**src/rtl/alu_div_pkg.sv**
```systemverilog
// Shared constants, FSM state type and result-formatting helper for the divider.
package alu_div_pkg;

    localparam int XLEN  = 64;
    localparam int HALF  = 32;
    localparam int CNT_W = 7;

    // Index of the final iteration for doubleword and word operations.
    localparam logic [CNT_W-1:0] LAST_D = CNT_W'(XLEN - 1);
    localparam logic [CNT_W-1:0] LAST_W = CNT_W'(HALF - 1);

    typedef enum logic [1:0] {
        IDLE = 2'd0,
        CALC = 2'd1,
        DONE = 2'd2
    } state_t;

    // Select quotient or remainder, apply sign correction in the op width,
    // force an all-ones quotient for a zero divisor, sign-extend word results.
    function automatic logic [XLEN-1:0] div_finalize(
        input logic [XLEN-1:0] q,
        input logic [XLEN-1:0] r,
        input logic            word,
        input logic            rem_sel,
        input logic            nq,
        input logic            nr,
        input logic            dz
    );
        logic [XLEN-1:0] v;
        if (rem_sel) begin
            v = nr ? (~r + XLEN'(1)) : r;
        end else if (dz) begin
            v = '1;
        end else begin
            v = nq ? (~q + XLEN'(1)) : q;
        end
        if (word) begin
            v = {{HALF{v[HALF-1]}}, v[HALF-1:0]};
        end
        return v;
    endfunction

endpackage

```
**src/rtl/alu_div_step.sv**
```systemverilog
// One restoring-division step: shift in the next dividend bit, trial subtract,
// keep the difference when it does not borrow.
module alu_div_step
    import alu_div_pkg::*;
(
    input  logic [XLEN-1:0] rem,
    input  logic            bit_in,
    input  logic [XLEN-1:0] divisor,
    output logic [XLEN-1:0] rem_next,
    output logic            q_bit
);

    logic [XLEN:0] shifted;
    logic [XLEN:0] diff;

    // The shifted partial remainder needs one extra bit before the compare.
    always_comb begin
        shifted  = {rem, bit_in};
        diff     = shifted - {1'b0, divisor};
        q_bit    = ~diff[XLEN];
        rem_next = q_bit ? diff[XLEN-1:0] : shifted[XLEN-1:0];
    end

endmodule

```
**src/rtl/alu_div.sv**
```systemverilog
// Iterative restoring divider fed by the sign stage's magnitudes and sign flags.
// Handshake: an operation is taken on a rising edge with in_valid && in_ready
// (in_ready only in IDLE); a result is handed over on a rising edge with
// out_valid && out_ready (out_valid only in DONE). flush beats both.
module alu_div
    import alu_div_pkg::*;
#(
    parameter bit FAST_ZERO = 1'b1
)
(
    input  logic            clk,
    input  logic            reset,
    input  logic            flush,
    input  logic            in_valid,
    output logic            in_ready,
    input  logic            is_word,
    input  logic            is_rem,
    input  logic            is_signed,
    input  logic [XLEN-1:0] mag_a,
    input  logic [XLEN-1:0] mag_b,
    input  logic [HALF-1:0] mag_aw,
    input  logic [HALF-1:0] mag_bw,
    input  logic            neg_q,
    input  logic            neg_r,
    input  logic            neg_qw,
    input  logic            neg_rw,
    output logic            out_valid,
    input  logic            out_ready,
    output logic [XLEN-1:0] result,
    output state_t          fsm_state
);

    state_t           state_q;
    logic [CNT_W-1:0] cnt_q;
    logic [XLEN-1:0]  rem_q;
    logic [XLEN-1:0]  quo_q;
    logic [XLEN-1:0]  dvs_q;
    logic             word_q;
    logic             rem_sel_q;
    logic             nq_q;
    logic             nr_q;
    logic             dz_q;

    logic [XLEN-1:0]  a_in;
    logic [XLEN-1:0]  b_in;
    logic [XLEN-1:0]  quo_init;
    logic             dz_in;
    logic             nq_in;
    logic             nr_in;
    logic [XLEN-1:0]  fz_result;

    logic [XLEN-1:0]  rem_nxt;
    logic             q_bit;
    logic [XLEN-1:0]  quo_nxt;
    logic             last;
    logic [XLEN-1:0]  calc_result;

    assign fsm_state = state_q;

    // Operand selection at acceptance; word dividends sit in the upper half so
    // their MSB is shifted out first.
    always_comb begin
        a_in      = is_word ? {{HALF{1'b0}}, mag_aw} : mag_a;
        b_in      = is_word ? {{HALF{1'b0}}, mag_bw} : mag_b;
        quo_init  = is_word ? {mag_aw, {HALF{1'b0}}} : mag_a;
        dz_in     = (b_in == '0);
        nq_in     = is_signed & (is_word ? neg_qw : neg_q);
        nr_in     = is_signed & (is_word ? neg_rw : neg_r);
        fz_result = div_finalize('1, a_in, is_word, is_rem, nq_in, nr_in, 1'b1);
    end

    alu_div_step u_step (
        .rem      (rem_q),
        .bit_in   (quo_q[XLEN-1]),
        .divisor  (dvs_q),
        .rem_next (rem_nxt),
        .q_bit    (q_bit)
    );

    // Next quotient/dividend shift register and the formatted final result.
    always_comb begin
        quo_nxt     = {quo_q[XLEN-2:0], q_bit};
        last        = (cnt_q == (word_q ? LAST_W : LAST_D));
        calc_result = div_finalize(quo_nxt, rem_nxt, word_q, rem_sel_q, nq_q, nr_q, dz_q);
    end

    // Control FSM with registered handshake outputs and datapath registers.
    always_ff @(posedge clk or posedge reset) begin
        if (reset) begin
            state_q   <= IDLE;
            in_ready  <= 1'b1;
            out_valid <= 1'b0;
            cnt_q     <= '0;
            rem_q     <= '0;
            quo_q     <= '0;
            dvs_q     <= '0;
            result    <= '0;
            word_q    <= 1'b0;
            rem_sel_q <= 1'b0;
            nq_q      <= 1'b0;
            nr_q      <= 1'b0;
            dz_q      <= 1'b0;
        end else if (flush) begin
            state_q   <= IDLE;
            in_ready  <= 1'b1;
            out_valid <= 1'b0;
        end else begin
            case (state_q)
                IDLE: begin
                    if (in_valid) begin
                        word_q    <= is_word;
                        rem_sel_q <= is_rem;
                        nq_q      <= nq_in;
                        nr_q      <= nr_in;
                        dz_q      <= dz_in;
                        dvs_q     <= b_in;
                        rem_q     <= '0;
                        quo_q     <= quo_init;
                        cnt_q     <= '0;
                        in_ready  <= 1'b0;
                        if (FAST_ZERO && dz_in) begin
                            state_q   <= DONE;
                            out_valid <= 1'b1;
                            result    <= fz_result;
                        end else begin
                            state_q <= CALC;
                        end
                    end
                end
                CALC: begin
                    rem_q <= rem_nxt;
                    quo_q <= quo_nxt;
                    cnt_q <= cnt_q + CNT_W'(1);
                    if (last) begin
                        state_q   <= DONE;
                        out_valid <= 1'b1;
                        result    <= calc_result;
                    end
                end
                DONE: begin
                    if (out_ready) begin
                        state_q   <= IDLE;
                        out_valid <= 1'b0;
                        in_ready  <= 1'b1;
                    end
                end
                default: begin
                    state_q   <= IDLE;
                    in_ready  <= 1'b1;
                    out_valid <= 1'b0;
                end
            endcase
        end
    end

endmodule

```
**config.mk**
```make
export PLATFORM = sky130hd
export DESIGN_NAME = alu_div
export DESIGN_NICKNAME = d
export VERILOG_FILES = /design/src/rtl/alu_div_pkg.sv /design/src/rtl/alu_div_step.sv /design/src/rtl/alu_div.sv
export SDC_FILE = /design/constraint.sdc
export NUM_CORES = 1
export LEC_CHECK = 0
export BUFFER_PORTS_ARGS = -buffer_cell sky130_fd_sc_hd__buf_2
export CAP_MARGIN = 10
export CORE_ASPECT_RATIO = 1.2
export CORE_MARGIN = 1.5
export CORE_UTILIZATION = 50
export CTS_CLUSTER_SIZE = 14
export DETAILED_ROUTE_END_ITERATION = 7
export PLACE_DENSITY = 0.69
export SETUP_SLACK_MARGIN = 0.3
export SLEW_MARGIN = 10
export SYNTH_ARGS = -nofsm -noshare
export SYNTH_HDL_FRONTEND = slang
export SYNTH_SLANG_ARGS = --single-unit
export TNS_END_PERCENT = 20
```
**constraint.sdc**
```tcl
create_clock -name clk -period 33.6 [get_ports clk]
set_input_delay 10.08 -clock clk [delete_from_list [all_inputs] [get_ports clk]]
set_output_delay 10.08 -clock clk [all_outputs]
set_load 0.1 [all_outputs]
```
==> results.py <==
metrics = {
    "outcome": {
        "outcome": "completed",
    },
    "yosys": {
        "async_reset_ff_frac": 1.00,
        "ys.flop_type": "dfrtp_1",
        "synth_cell_types": 107,
        "synth_edf_count": 0,
        "syn_inst": 3169,
        "ys_ff_latch": 272,
        "synth_seq_area_share": 0.277,
        "ys_warn_count": 0,
        "avgSynthCellArea_um2": 7.77,
        "syn_area_mm2": 0.0246,
        "syn-num-nets": 3442,
    },
    "grt": {
        "grt_max_degree": 144,
        "antenna_found_initial": 0,
        "grt_pass1_wl_mm": 146,
        "track_usage": 0.377,
        "first_global_vias": 24200,
        "grt_overflow": 0,
    },
    "pwr": {
        "power_mw": 2.27,
        "peakVddDrop_v": 0.0000661,
        "p_per_area_mw_per_mm2": 83.2,
        "p_leak_nw": 11.9,
    },
    "timing": {
        "period_share": 0.427,
        "worstMarginPinSlew_ns": 1.18,
        "setup_violations": 0,
        "hold_violations": 0,
        "tns_ns": 0,
        "fmax_mhz": 69.6,
        "rsz0062_at_grt": "false",
        "finalCriticalPeriod_ns": 14.36,
        "fin_hold_ws_ns": 0.476,
        "fin_skew_ns": 0.0282,
        "slew_violations": 0,
        "max_slew_margin": 0.211,
    },
    "worst_setup_path": {
        "cp-endpoint": "result[59]",
        "r2r_end": "result[56]",
        "cpLargestDelayFamily": "compound AO/OA/AOI/OAI gates",
        "cp.required_ns": 34.10,
        "end_kind": "register",
        "r2r_start": "quo_q[63]",
        "crit_buf_inv": 1,
        "crit_start": "is_word",
        "crit_path_top_delay_cell": "a21o_1",
        "crit_top_cell": "o21ai_0",
        "ff2ff_setup_slack_ns": 25.64,
        "path_cells": "clkbuf_8 > mux2i_1 > o21ai_0 > nor2_1 > nand3b_1 > nor4_1 > a21oi_1 > xnor2_1 > nand2b_1 > a21o_1 > o21ai_0 > a2111oi_0 > a31o_2",
        "path_depth": 13,
        "worstPathMaxFanout": 96,
        "slowest_delay_ns": 0.92,
        "cp-start-kind": "input port",
        "reg2reg_depth": 25,
        "setup.worst_path.class": "in2reg",
        "worstPathArrival_ns": 14.87,
    },
    "floorplan": {
        "row_count": 88,
        "die_x_um": 206,
        "dieArea_mm2": 0.0506,
        "dieHeight_um": 246,
        "io_pins": 272,
        "fp.coreArea_mm2": 0.0483,
        "initial_core_util": 0.509,
    },
    "cts": {
        "post-cts-setup-buffer-count": 0,
        "clk_pin_slew_ns": 0.06,
        "cts_num_sinks": 272,
        "cts_buffer_depth": 3,
        "clk_latency_ns": 0.57,
        "cts_buffers": 34,
        "clock-root-buffer": "clkbuf_16",
        "htree_levels": 2,
        "cts_hold_buffers": 0,
        "ctsResizeCount": 0,
        "cts_tree": "yes",
    },
    "final_layout": {
        "layout.nets": 3570,
        "finalInstanceArea_mm2": 0.0273,
        "antenna_cells": 0,
        "layout_commonest_cell": "o21ai_0",
        "drive_above_1_share": 0.133,
        "syn2layout_area_growth_pct": 11.1,
        "final_cells": 3951,
        "final_cell_mix": "o21ai_0, nand2_1, buf_2, dfrtp_1, nor2_1",
    },
    "placement": {
        "dpl.hpwl_mm": 74.0,
        "placed_area_mm2": 0.0262,
        "gp_congestion": 0.994,
        "place_inst": 3891,
        "numPortBuffers": 271,
    },
    "route": {
        "firstDrtPassIters": 6,
        "vias": 26200,
        "drc_errors": 0,
        "post_drt_wl_per_cell_um": 24.6,
        "finalWirelength_mm": 97.2,
        "postRouteAntennaNets": 0,
        "drt_iter0_drc": 2857,
        "vias_per_cell": 6.64,
    },
    "run": {
        "maxCapViolCount": 0,
    },
    "hold_path": {
        "hold_path_class": "reg2reg",
    },
}
[state kept, by name, indices dropped and copies added, names as in the netlist]
signal / flops
nq_q: 1
dz_q: 1
cnt_q: 7
word_q: 1
rem_q: 64
result: 64
fsm_state: 2
in_ready: 1
out_valid: 1
nr_q: 1
dvs_q: 64
rem_sel_q: 1
quo_q: 64
[worst reg2reg max path, cell delays in order (launching register included)]
cell,delay [ns]
dfrtp_1,0.47
inv_1,0.08
ha_1,0.21
fa_1,0.44
nor2b_4,0.16
o31a_4,0.18
o21ai_2,0.16
a211oi_4,0.65
o2111ai_1,0.26
o211a_1,0.16
buf_4,0.25
nor2_4,0.77
inv_2,0.28
a21oi_1,0.37
ha_1,0.25
nand2b_1,0.08
nor4_1,0.47
nand2_1,0.21
nor3_1,0.38
o211ai_1,0.21
o41ai_4,0.14
nand3_1,0.24
o41ai_1,0.71
xnor2_1,0.20
o21ai_0,0.34
a21oi_1,0.13
[worst min path at each step]
| stage | endpoint | from | slack (ns) | depth (start not counted) |
|---|---|---|---|---|
| 2_1_floorplan | dvs_q[10] | dvs_q[10] | 0.45 | 2 |
| 3_3_place_gp | result[26] | result[26] | 0.46 | 2 |
| 3_5_place_dp | result[39] | result[39] | 0.47 | 2 |
| 4_1_cts | result[24] | result[24] | 0.48 | 2 |
| 5_1_grt | result[13] | result[13] | 0.50 | 2 |
| 6_report | result[24] | result[24] | 0.48 | 2 |
[through the flow]
step / util / setup WS [ns]
after global routing: 0.565 / 19.02
after floorplan: - / 16.03
after global placement: 0.542 / 19.04
after CTS: 0.565 / 19.38
final: 0.565 / 19.24
after detailed placement: 0.542 / 18.85
[Yosys cell counts (9+ instances only)]
cell type,count,share of area
o21ai_0,372,0.076
nand2_1,327,0.050
dfrtp_1,271,0.28
nor2_1,227,0.035
a21oi_1,211,0.043
mux2i_1,146,0.059
clkbuf_1,143,0.022
inv_1,112,0.017
xor2_1,112,0.040
nor3_1,97,0.020
xnor2_1,90,0.032
nand3_1,69,0.014
ha_1,68,0.035
or3_1,58,0.015
a22oi_1,56,0.017
nor4_1,51,0.013
o31ai_1,43,0.013
buf_2,41,0.0083
nand4_1,38,0.0097
a211oi_1,36,0.011
a21o_1,36,0.011
and2_1,35,0.0089
a31oi_1,30,0.0076
o22ai_1,30,0.0076
o211ai_1,29,0.0088
a222oi_1,27,0.011
nand2b_1,27,0.0069
o21a_1,21,0.0064
o41ai_1,21,0.0075
buf_1,20,0.0031
o21ai_1,20,0.0041
or4_1,19,0.0058
or2_2,18,0.0046
and4_1,15,0.0053
and3_1,14,0.0036
a211o_1,12,0.0043
nor3b_1,11,0.0034
a221oi_1,10,0.0036
o2111ai_1,10,0.0036
a22o_1,9,0.0032
o21bai_1,9,0.0027
[metal layers]
metal  wire (um)  up-vias  GRT usage
met5           0        -          0
met4        4860        0      0.168
met3        7900      244     0.0472
met2       43900     1447      0.598
met1       40500    12500      0.513
li1            -    12100          -
[cell type report]
cell class | count | area (um2)
fillers | 4629 | 21000
multi-input cells | 2577 | 16600
flip-flops and latches | 272 | 6810
repair buffers | 299 | 1590
clock buffers | 46 | 977
well taps | 630 | 788
inverters | 113 | 432
clock inverters | 14 | 160
[cell families (layout without fill, tap and decap cells)]
group                    count (synthesis)  after routing  share of synthesized area
buffers and inverters                  320            472                     0.0514
multiplexers                           154            154                     0.0632
adder cells (fa/ha/maj)                 69             69                     0.0354
flip-flops                             272            272                      0.277
AND/OR/NAND/NOR                       1049           1049                      0.211
AO/OA/AOI/OAI                         1103           1103                      0.290
XOR/XNOR                               202            202                     0.0719
[power breakdown]
group / switching [mW] / internal, mW / leakage, nW / total (mW)
Combinational: 0.951 / 0.485 / 7.77 / 1.44
Clock: 0.157 / 0.228 / 0.567 / 0.384
Sequential: 0.0762 / 0.378 / 3.60 / 0.454
Total: 1.18 / 1.09 / 11.9 / 2.27
No activity file was read; power rests on OpenSTA's default activity.
